--- config.mk ---
export PLATFORM = sky130hd
export DESIGN_NAME = fp_add_scheduler_flat
export DESIGN_NICKNAME = d
export VERILOG_FILES = /design/src/rtl/fp_sched_pkg.sv /design/src/rtl/fp_add_scheduler_if.sv /design/src/rtl/fp_add_scheduler_arb.sv /design/src/rtl/fp_add_scheduler.sv /design/src/flat_wrapper.sv
export SDC_FILE = /design/constraint.sdc
export NUM_CORES = 1
export LEC_CHECK = 0
export ABC_AREA = 1
export CAP_MARGIN = 25
export CORE_AREA = 2 2 193 195
export DETAILED_ROUTE_END_ITERATION = 10
export DIE_AREA = 0 0 195 197
export DONT_BUFFER_PORTS = 1
export PLACE_DENSITY = 0.52
export SYNTH_ARGS = -nofsm -noshare
export SYNTH_HDL_FRONTEND = slang
export SYNTH_SLANG_ARGS = --single-unit
--- constraint.sdc ---
create_clock -name clk -period 4.6 [get_ports clk]
set_clock_uncertainty 0.05 [all_clocks]
set_input_delay 0.69 -clock clk [delete_from_list [all_inputs] [get_ports clk]]
set_output_delay 0.69 -clock clk [all_outputs]
set_load 0.01 [all_outputs]
--- src/rtl/fp_sched_pkg.sv ---
// Shared types for the FP adder scheduler: slot states and the tag carried
// alongside each operation through the adder latency.
package fp_sched_pkg;

    localparam int FP_WIDTH = 32;
    // Wide enough for the largest supported requester count (8)
    localparam int IDX_W    = 3;

    typedef enum logic [1:0] {
        IDLE      = 2'd0,
        IN_FLIGHT = 2'd1,
        DONE      = 2'd2
    } slot_state_t;

    typedef struct packed {
        logic             valid;
        logic [IDX_W-1:0] index;
    } tag_t;

endpackage

--- src/rtl/fp_add_scheduler_if.sv ---
// Request/response/adder bus of the FP adder scheduler.
// master = requesters plus the external adder; slave = the scheduler.
interface fp_add_scheduler_if
    import fp_sched_pkg::*;
#(
    parameter int NUM_REQ = 4,
    parameter int WIDTH   = FP_WIDTH
) ();

    logic [NUM_REQ-1:0]       req_valid;
    logic [NUM_REQ-1:0]       req_ready;
    logic [NUM_REQ*WIDTH-1:0] req_a;
    logic [NUM_REQ*WIDTH-1:0] req_b;
    logic [NUM_REQ-1:0]       rsp_valid;
    logic [NUM_REQ-1:0]       rsp_ready;
    logic [NUM_REQ*WIDTH-1:0] rsp_data;
    logic [WIDTH-1:0]         add_in1;
    logic [WIDTH-1:0]         add_in2;
    logic [WIDTH-1:0]         add_out;

    modport master (
        output req_valid, req_a, req_b, rsp_ready, add_out,
        input  req_ready, rsp_valid, rsp_data, add_in1, add_in2
    );

    modport slave (
        input  req_valid, req_a, req_b, rsp_ready, add_out,
        output req_ready, rsp_valid, rsp_data, add_in1, add_in2
    );

endinterface

--- src/rtl/fp_add_scheduler_arb.sv ---
// Round-robin arbiter: one-hot grant to the first requester at or after the
// pointer, and the pointer value that follows that grant.
module rr_arbiter #(
    parameter int N     = 4,
    parameter int PTR_W = 2
) (
    input  logic [N-1:0]     i_req,
    input  logic [PTR_W-1:0] i_ptr,
    output logic [N-1:0]     o_grant,
    output logic [PTR_W-1:0] o_next_ptr
);

    logic [PTR_W-1:0] w_pos;

    // Walk offsets from farthest to nearest so the requester closest to the pointer wins
    always_comb begin
        o_grant    = '0;
        o_next_ptr = i_ptr;
        w_pos      = '0;
        for (int k = N - 1; k >= 0; k--) begin
            w_pos = PTR_W'((int'(i_ptr) + k) % N);
            if (i_req[w_pos]) begin
                o_grant        = '0;
                o_grant[w_pos] = 1'b1;
                o_next_ptr     = PTR_W'((int'(w_pos) + 1) % N);
            end
        end
    end

endmodule

--- src/rtl/fp_add_scheduler.sv ---
// Shares one external pipelined FP adder among NUM_REQ requesters.
// Each requester owns one slot; a tag pipeline matching the adder latency
// tells which slot captures add_out. Sum bits are never inspected.
//
// state     | meaning
// IDLE      | slot free, requester may be granted
// IN_FLIGHT | operation issued, tag still travelling down the pipeline
// DONE      | result held in rsp_data, waiting for rsp_ready
module fp_add_scheduler
    import fp_sched_pkg::*;
#(
    parameter int NUM_REQ = 4,
    parameter int ADD_LAT = 2,
    parameter int WIDTH   = FP_WIDTH
) (
    input  logic              clk,
    input  logic              rst_n,
    fp_add_scheduler_if.slave bus
);

    localparam int PTR_W = (NUM_REQ > 1) ? $clog2(NUM_REQ) : 1;

    slot_state_t        r_slot     [NUM_REQ];
    tag_t               r_tag      [ADD_LAT+1];
    logic [WIDTH-1:0]   r_rsp_data [NUM_REQ];
    logic [PTR_W-1:0]   r_ptr;
    logic [WIDTH-1:0]   r_add_in1;
    logic [WIDTH-1:0]   r_add_in2;

    logic [NUM_REQ-1:0] w_elig;
    logic [NUM_REQ-1:0] w_grant;
    logic [PTR_W-1:0]   w_next_ptr;
    logic [WIDTH-1:0]   w_sel_a;
    logic [WIDTH-1:0]   w_sel_b;
    logic [IDX_W-1:0]   w_sel_idx;
    logic               w_issue;

    // A requester competes only while presenting work with its slot free
    always_comb begin
        w_elig = '0;
        for (int i = 0; i < NUM_REQ; i++) begin
            w_elig[i] = bus.req_valid[i] && (r_slot[i] == IDLE);
        end
    end

    rr_arbiter #(
        .N     (NUM_REQ),
        .PTR_W (PTR_W)
    ) u_arb (
        .i_req      (w_elig),
        .i_ptr      (r_ptr),
        .o_grant    (w_grant),
        .o_next_ptr (w_next_ptr)
    );

    // Ready is held low while reset is asserted even though slots read IDLE
    assign bus.req_ready = w_grant & {NUM_REQ{rst_n}};
    assign w_issue       = |w_grant;

    // Select the granted requester's operands and index
    always_comb begin
        w_sel_a   = '0;
        w_sel_b   = '0;
        w_sel_idx = '0;
        for (int k = 0; k < NUM_REQ; k++) begin
            if (w_grant[k]) begin
                w_sel_a   = bus.req_a[k*WIDTH +: WIDTH];
                w_sel_b   = bus.req_b[k*WIDTH +: WIDTH];
                w_sel_idx = IDX_W'(k);
            end
        end
    end

    // Slot FSMs, arbitration pointer, operand registers, tag pipeline and result capture
    always_ff @(posedge clk or negedge rst_n) begin
        if (!rst_n) begin
            r_ptr     <= '0;
            r_add_in1 <= '0;
            r_add_in2 <= '0;
            for (int s = 0; s <= ADD_LAT; s++) begin
                r_tag[s] <= '0;
            end
            for (int i = 0; i < NUM_REQ; i++) begin
                r_slot[i]     <= IDLE;
                r_rsp_data[i] <= '0;
            end
        end else begin
            r_ptr     <= w_next_ptr;
            r_add_in1 <= w_issue ? w_sel_a : '0;
            r_add_in2 <= w_issue ? w_sel_b : '0;
            r_tag[0]  <= '{valid: w_issue, index: w_sel_idx};
            for (int s = 1; s <= ADD_LAT; s++) begin
                r_tag[s] <= r_tag[s-1];
            end
            for (int i = 0; i < NUM_REQ; i++) begin
                case (r_slot[i])
                    IDLE: begin
                        if (w_grant[i]) begin
                            r_slot[i] <= IN_FLIGHT;
                        end
                    end
                    IN_FLIGHT: begin
                        // Last tag stage lines up with add_out for that operation
                        if (r_tag[ADD_LAT].valid && (r_tag[ADD_LAT].index == IDX_W'(i))) begin
                            r_slot[i]     <= DONE;
                            r_rsp_data[i] <= bus.add_out;
                        end
                    end
                    DONE: begin
                        if (bus.rsp_ready[i]) begin
                            r_slot[i] <= IDLE;
                        end
                    end
                    default: r_slot[i] <= IDLE;
                endcase
            end
        end
    end

    assign bus.add_in1 = r_add_in1;
    assign bus.add_in2 = r_add_in2;

    for (genvar g = 0; g < NUM_REQ; g++) begin : g_rsp
        assign bus.rsp_valid[g]                = (r_slot[g] == DONE);
        assign bus.rsp_data[g*WIDTH +: WIDTH]  = r_rsp_data[g];
    end

endmodule

--- src/flat_wrapper.sv ---
// flat-port wrapper written by rule: the top's interface ports become plain ports
module fp_add_scheduler_flat import fp_sched_pkg::*;
#(
    parameter int NUM_REQ = 4,
    parameter int ADD_LAT = 2,
    parameter int WIDTH   = FP_WIDTH
)
  (clk, rst_n, bus_req_valid, bus_req_a, bus_req_b, bus_rsp_ready, bus_add_out, bus_req_ready, bus_rsp_valid, bus_rsp_data, bus_add_in1, bus_add_in2);
  fp_add_scheduler_if #(.NUM_REQ(NUM_REQ), .WIDTH(WIDTH)) bus_i ();
  input  logic clk;
  input  logic rst_n;
  input wire logic [$bits(bus_i.req_valid)-1:0] bus_req_valid;
  input wire logic [$bits(bus_i.req_a)-1:0] bus_req_a;
  input wire logic [$bits(bus_i.req_b)-1:0] bus_req_b;
  input wire logic [$bits(bus_i.rsp_ready)-1:0] bus_rsp_ready;
  input wire logic [$bits(bus_i.add_out)-1:0] bus_add_out;
  output wire logic [$bits(bus_i.req_ready)-1:0] bus_req_ready;
  output wire logic [$bits(bus_i.rsp_valid)-1:0] bus_rsp_valid;
  output wire logic [$bits(bus_i.rsp_data)-1:0] bus_rsp_data;
  output wire logic [$bits(bus_i.add_in1)-1:0] bus_add_in1;
  output wire logic [$bits(bus_i.add_in2)-1:0] bus_add_in2;
  assign bus_i.req_valid = bus_req_valid;
  assign bus_i.req_a = bus_req_a;
  assign bus_i.req_b = bus_req_b;
  assign bus_i.rsp_ready = bus_rsp_ready;
  assign bus_i.add_out = bus_add_out;
  assign bus_req_ready = bus_i.req_ready;
  assign bus_rsp_valid = bus_i.rsp_valid;
  assign bus_rsp_data = bus_i.rsp_data;
  assign bus_add_in1 = bus_i.add_in1;
  assign bus_add_in2 = bus_i.add_in2;
  fp_add_scheduler #(.NUM_REQ(NUM_REQ), .ADD_LAT(ADD_LAT), .WIDTH(WIDTH)) u_core (.clk(clk), .rst_n(rst_n), .bus(bus_i));
endmodule
==> results of run 1 <==
cell families (layout without fill, tap and decap cells):
logic type                 after synthesis  in the layout  synth area share, %
other                                    0              4                    0
xor gates and xnor gates                 2              2                0.161
AOI/OAI and AO/OA                      203            203                 11.2
DFF                                    211            211                 48.6
and+or+nand+nor                        673            673                 28.0
buffers and inverters                  268            241                 11.1
adders and majority gates                8              8                0.922
area by class of cell:
cell class | instances | area [µm²]
fillers | 3831 | 24300
flip-flops and latches | 211 | 5280
clock buffers | 36 | 727
diodes | 4 | 10.0
inverters | 185 | 694
clock inverters | 8 | 87.6
repair buffers | 12 | 160
multi-input cells | 886 | 4390
well taps | 468 | 586
where the power goes:
part,switching (mW),internal (mW)
Sequential,1.16,2.89
Clock,0.808,1.16
Combinational,4.79,2.28
Total,6.76,6.33
metal layers:
| metal | GRT usage (%) | vias up | wire, µm |
|---|---|---|---|
| met2 | 29.3 | 428 | 16800 |
| li1 | - | 4162 | - |
| met1 | 20.4 | 4082 | 13500 |
| met3 | 7.00 | 64 | 3750 |
| met4 | 6.19 | 2 | 1030 |
| met5 | 0 | - | 13 |
worst max-delay path by stage:
| stage | start | to | slack, ns | cells after the start |
|---|---|---|---|---|
| floorplan | u_core.r_ptr[1]$_DFFE_PN0P_ | bus_req_ready[2] | 1.71 | 11 |
| global placement | u_core.r_ptr[0]$_DFFE_PN0P_ | u_core.bus.add_in2[28]$_DFF_PN0_ | 1.20 | 15 |
| detailed placement | u_core.r_ptr[0]$_DFFE_PN0P_ | u_core.bus.add_in2[21]$_DFF_PN0_ | 1.02 | 14 |
| CTS | u_core.r_ptr[0]$_DFFE_PN0P_ | bus_req_ready[3] | 0.85 | 9 |
| global route | u_core.r_ptr[0]$_DFFE_PN0P_ | bus_req_ready[3] | 0.66 | 9 |
| finish | u_core.r_ptr[0]$_DFFE_PN0P_ | bus_req_ready[3] | 0.89 | 9 |
state kept, by name (all words and copies together), names as in the netlist:
signal               flops
u_core.r_ptr             2
u_core.r_tag             9
u_core.bus.rsp_data    128
u_core.r_slot            8
u_core.bus.add_in1      32
u_core.bus.add_in2      32
per-stage QoR:
stage          worst slack [ns]  power (mW)  util (%)  hold WS, ns
6_report                  0.889        13.1      32.9       -0.189
5_1_grt                   0.656        14.4      32.9       -0.224
4_1_cts                   0.845        13.2      32.8       -0.226
3_5_place_dp               1.02        11.2      30.5        0.285
3_3_place_gp               1.20        11.0      30.5        0.282
2_1_floorplan              1.71        9.65         -        0.281
worst max-delay path, cell delays in order, from the launching register on:
cell and delay, ns:
dfrtp_1 0.55, inv_2 0.18, ha_1 0.40, inv_1 0.15, nand3_2 0.13, nand2_1 0.18
nand3_1 0.16, nand3b_4 0.12, nand2_4 0.26, nor2_1 0.29
layout by cell type (no fill, tap or decap), types with 7 or more instances in the layout:
master and instances:
nand2_1 406, dfrtp_1 211, inv_1 176, nand3_1 148, o21ai_0 129, a21boi_1 53, or2_2 42, clkbuf_16 25
nand2_2 16, nor2_1 15, or2_0 13, a21boi_0 11, or2_1 10, nand3_2 9, ha_1 8, buf_4 7
==> results by group, run 1 <==
Outcome
  – Status: complete, but fails checks
  – Failing checks: negative hold slack

Clock tree
  – Clk root buf: clkbuf_16
  – Total CTS buffers: 25
  – Clock net sink count: 211
  – Worst-path clk slew: 0.06 ns
  – Number of post-CTS setup repair buffers: 0
  – CTS tree: built
  – Clock Latency Late Sink: 0.54 ns
  – PostCTS Resize Cnt: 0
  – Deepest clock path buffer count: 3
  – CTS HTree Levels: 1

Floorplan
  – Chip height: 197 µm
  – Die width: 195 µm
  – Core box area: 36300 µm²
  – I/O pin count: 498
  – Site Rows: 70
  – Die area: 38400 µm²
  – Starting Density: 30.0%

Timing
  – Max_slew headroom: 30.8%
  – Worst slew pin tran: 1.04 ns
  – Final Hold Viols: 211
  – Max-slew violation count: 0
  – Crit share post-route: 80.7%
  – Setup TNS: 0 ns
  – Fin crit period: 3.71 ns
  – RSZ-0062 raised after global routing: false
  – Fmax: 269 MHz
  – Count of final setup violators: 0
  – Hold_ws: -0.189 ns

Synthesis
  – Yosys cell types: 36
  – Synth cell count leaders: nand2_1 (407), dfrtp_1 (211), inv_1 (178), nand3_1 (150), o21ai_0 (129)
  – Post-synthesis async set-or-reset flop share: 100%
  – Largest cells by area after synthesis: dfrtp_1 (49%), nand2_1 (14%), nand3_1 (6.9%)
  – Synthesized cell area: 10900 µm²
  – EDFF count, synth: 0
  – Most common cell in the netlist: nand2_1
  – Ys Warns: 0
  – Synth area leader: dfrtp_1
  – Syn avg cell area: 7.96 µm²
  – Ys flop type: dfrtp_1
  – Synth Register Bits: 211
  – Sequential element share of the synthesized area: 48.6%
  – Post-synthesis instance total: 1365
  – Post-synth top area share: 48.6%
  – Post-Syn Nets: 1671

Setup path
  – Register-to-Register Path Depth: 15
  – CP Max Fanout: 48
  – RR Startpoint: u_core.r_ptr[0]$_DFFE_PN0P_
  – R2R Path End: u_core.bus.add_in2[9]$_DFF_PN0_
  – Worst Setup Path Type: register to output port
  – Worst EP required: 3.86 ns
  – Kind of end point of the critical path: output port
  – Crit start category: register
  – R2r setup slk: 1.04 ns
  – WP data arrival: 2.97 ns

Global route
  – First-pass GRT wire length: 52600 µm
  – Total gr overflow: 0
  – Vias in the first global route: 8573
  – Gr usage total: 17.5%
  – Antenna violations before repair: 5
  – Largest net degree at the start of global routing: 213

Layout
  – Nets: 1627
  – Area growth syn-to-layout: 9.89%
  – Design area: 11900 µm²
  – Layout cells sized above 1: 10.1%
  – Fin cells: 1810

Drt
  – Wirelength, routed: 35100 µm
  – ANT nets after route: 0
  – DRC: 0
  – DRT iter0 DRCs: 451
  – Drt first pass iters: 5
  – Vias per cell: 4.83
  – Routed len/inst: 19.4 µm
  – Routed vias: 8738

Place
  – HPWL Detailed: 25200 µm
  – Placed Instances: 1760
  – Post-DP Area: 11100 µm²
  – # port buffers: 0
  – RePlAce Congestion: 0.885

Job
  – Max Cap Viol: 0

Pwr
  – Leak: 6.20 nW
  – Cell area power density: 1100 nW/µm²
  – VDD IR max: 0.621 mV

Worst hold path
  – Worst Hold Class: input port to asynchronous set/reset pin
Power figures use the tool's default switching activity.
==> run 2, diff against run 1 <==
--- a/config.mk
+++ b/config.mk
@@ -7,11 +7,11 @@
 export LEC_CHECK = 0
 export ABC_AREA = 1
 export CAP_MARGIN = 25
-export CORE_AREA = 2 2 193 195
+export CORE_AREA = 2 2 195 197
 export DETAILED_ROUTE_END_ITERATION = 10
-export DIE_AREA = 0 0 195 197
+export DIE_AREA = 0 0 197 199
 export DONT_BUFFER_PORTS = 1
-export PLACE_DENSITY = 0.52
+export PLACE_DENSITY = 0.51
 export SYNTH_ARGS = -nofsm -noshare
 export SYNTH_HDL_FRONTEND = slang
 export SYNTH_SLANG_ARGS = --single-unit
==> constraint.sdc (replaced) <==
create_clock -name clk -period 3.8 [get_ports clk]
set_clock_uncertainty 0.05 [all_clocks]
set_input_delay 0.57 -clock clk [delete_from_list [all_inputs] [get_ports clk]]
set_output_delay 0.57 -clock clk [all_outputs]
set_load 0.01 [all_outputs]
==> run 2 against run 1 <==
  * Non-clock buffer count grew 3
  * The run still ends with negative hold slack left
  * Global-route usage shrank 0.44 points
  * Highest routed layer unchanged
  * Clock-buffer cell count shrank 3
  * Clock power grew 25%
  * Register-to-register slack lost 0.41 ns
  * Largest cell class unchanged
  * Worst setup slack lost 0.47 ns
==> results by group, run 2 (same netlist as run 1, synthesis figures left out) <==
Outcome
  – Status: complete, but fails checks
  – Failing checks: negative hold slack

Global route
  – Largest net degree at the start of global routing: 213 (unchanged)
  – Antenna violations before repair: 7 (+2)
  – Vias in the first global route: 8499 (-0.86%)
  – Gr usage total: 17.1% (-0.44 points)
  – First-pass GRT wire length: 51600 µm (-1.9%)
  – Total gr overflow: 0 (unchanged)

Place
  – # port buffers: 0 (unchanged)
  – RePlAce Congestion: 0.856 (-3.3%)
  – Placed Instances: 1770 (+0.57%)
  – HPWL Detailed: 25500 µm (+1.4%)

Pwr
  – Leak: 6.26 nW (+0.88%)
  – VDD IR max: 0.893 mV (+44%)
  – Cell area power density: 1340 nW/µm² (+22%)

Floorplan
  – Die width: 197 µm (+1.0%)
  – Site Rows: 71 (+1.4%)
  – Core box area: 37100 µm² (+2.4%)
  – Chip height: 199 µm (+1.0%)
  – Die area: 39200 µm² (+2.1%)
  – I/O pin count: 498 (unchanged)
  – Starting Density: 29.3% (-0.70 points)

Setup path
  – Worst EP required: 3.18 ns (-0.68 ns)
  – CP Max Fanout: 10 (-79%)
  – Crit start category: register
  – Slowest stage delay, CP: 0.55 ns (about the same)
  – WP buf/inv: 2 (unchanged)
  – Critical-path top delay cell: dfrtp_1
  – Crit path max-delay family: simple AND/OR/NAND/NOR gates
  – WP data arrival: 2.76 ns (-0.21 ns)
  – RR Startpoint: u_core.r_ptr[1]$_DFFE_PN0P_
  – Crit path from: u_core.r_ptr[0]$_DFFE_PN0P_
  – Kind of end point of the critical path: output port
  – CP cell instances: inv_2, ha_1, inv_1, nand3_2, nand2_1, nand3_1, nand3_4, nand2_4, nor2_1
  – Worst Setup Path Type: register to output port

Timing
  – Max_slew headroom: 50.5% (+20 points)
  – Worst slew pin tran: 0.742 ns (-0.295 ns)
  – Hold_ws: -0.319 ns (-0.131 ns)
  – Fin crit period: 3.38 ns
  – Fmax: 296 MHz
  – Crit share post-route: 89.0%
  – Final Hold Viols: 211 (unchanged)
  – RSZ-0062 raised after global routing: false
  – Count of final setup violators: 0 (unchanged)
  – Max-slew violation count: 0 (unchanged)
  – Setup TNS: 0 ns (unchanged)

Layout
  – Nets: 1630 (+0.18%)
  – Fillcell total: 3953 (+3.2%)
  – Area growth syn-to-layout: 10.5%
  – Commonest cells after routing, fill and taps aside: nand2_1 (406), dfrtp_1 (211), inv_1 (176)
  – Fin cells: 1819 (+0.50%)
  – Layout cells sized above 1: 10.6% (+0.49 points)
  – Largest register FFs: 128 (unchanged)
  – Most common cell after layout, fill and taps aside: nand2_1

Clock tree
  – CTS tree: built
  – Clk root buf: clkbuf_16
  – Deepest clock path buffer count: 3 (unchanged)
  – Worst-path clk slew: 0.06 ns (about the same)
  – Clock Latency Late Sink: 0.54 ns (about the same)
  – Clock net sink count: 211 (unchanged)
  – CTS HTree Levels: 1 (unchanged)
  – Number of post-CTS setup repair buffers: 0 (unchanged)
  – Total CTS buffers: 25 (unchanged)

Drt
  – Routed vias: 8790 (+0.60%)
  – ANT nets after route: 0 (unchanged)
  – Wirelength, routed: 35300 µm (+0.68%)
  – Drt first pass iters: 5 (unchanged)
  – DRC: 0 (unchanged)
  – Vias per cell: 4.83 (about the same)
  – Routed len/inst: 19.4 µm (+0.19%)
  – DRT iter0 DRCs: 470 (+4.2%)

Job
  – Max Cap Viol: 0 (unchanged)

Worst hold path
  – Worst Hold Class: input port to asynchronous set/reset pin
-- run 2: cell types whose count changed in the layout (fill, tap and decap cells not counted), moves of 2 or more --
cell / change
clkinv_2: +8
buf_12: +2
buf_4: +2
clkinv_4: -2
clkbuf_1: -3
clkinvlp_4: -3
-- run 2: repair_timing --
item                                    CTS  global route
endpoints found under the setup margin    0             0
endpoints found under the hold margin   211           211
resized for setup                         0             0
-- run 2: final cells by class --
class | instances | area [µm²] | share of cell area (%)
Clock inverter | 12 | 129 | 1.07
Clock buffer | 33 | 716 | 5.96
Inverter | 185 | 694 | 5.79
Tap cell | 474 | 593 | 4.94
Timing Repair Buffer | 15 | 188 | 1.56
Sequential cell | 211 | 5280 | 44.0
Antenna cell | 3 | 7.51 | 0.0626
Multi-Input combinational cell | 886 | 4390 | 36.6
-- run 2: path summary, 6_finish.rpt --
check	depth (start not counted)	slack [ns]	end
min	0	-0.32	u_core.bus.rsp_data[41]$_DFFE_PN0P_
max	9	0.42	bus_req_ready[2]
min in group clk	1	0.06	u_core.r_slot[7]$_DFFE_PN0P_
max in group asynchronous	0	3.69	u_core.r_tag[0]$_DFF_PN0_
min reg2reg	0	0.29	u_core.r_tag[3]$_DFF_PN0_
max reg2reg	13	0.63	u_core.bus.add_in2[12]$_DFF_PN0_
-- run 2: where the power goes --
part	internal [mW]	switching (mW)
sequential	3.50	1.43
combinational	2.83	5.82
clock	1.47	0.987
total	7.79	8.23
-- run 2: through the flow --
stage | util (%) | hold WS (ns) | setup slack (ns) | instance area, µm² | total power [mW]
6_report | 32.3 | -0.319 | 0.418 | 12000 | 16.0
2_1_floorplan | - | 0.224 | 1.03 | 10900 | 11.7
5_1_grt | 32.3 | -0.351 | 0.214 | 12000 | 17.6
3_3_place_gp | 29.9 | 0.229 | 0.815 | 11100 | 13.5
3_5_place_dp | 30.0 | 0.229 | 0.681 | 11100 | 13.7
4_1_cts | 32.2 | -0.361 | 0.382 | 12000 | 16.2
-- run 2: layer usage --
metal / routed length, µm / up-vias / global-route usage (%)
met2: 16800 / 414 / 28.6
li1: - / 4163 / -
met5: 30 / - / 0
met3: 3910 / 70 / 6.36
met1: 13300 / 4139 / 20.0
met4: 1220 / 4 / 6.27
==> run 3, diff against run 2 <==
--- a/config.mk
+++ b/config.mk
@@ -12,6 +12,7 @@
 export DIE_AREA = 0 0 197 199
 export DONT_BUFFER_PORTS = 1
 export PLACE_DENSITY = 0.51
+export SETUP_SLACK_MARGIN = 0.02
 export SYNTH_ARGS = -nofsm -noshare
 export SYNTH_HDL_FRONTEND = slang
 export SYNTH_SLANG_ARGS = --single-unit
==> results of run 3 <==
Final layout, timing and power as in run 2 (identical DEF).
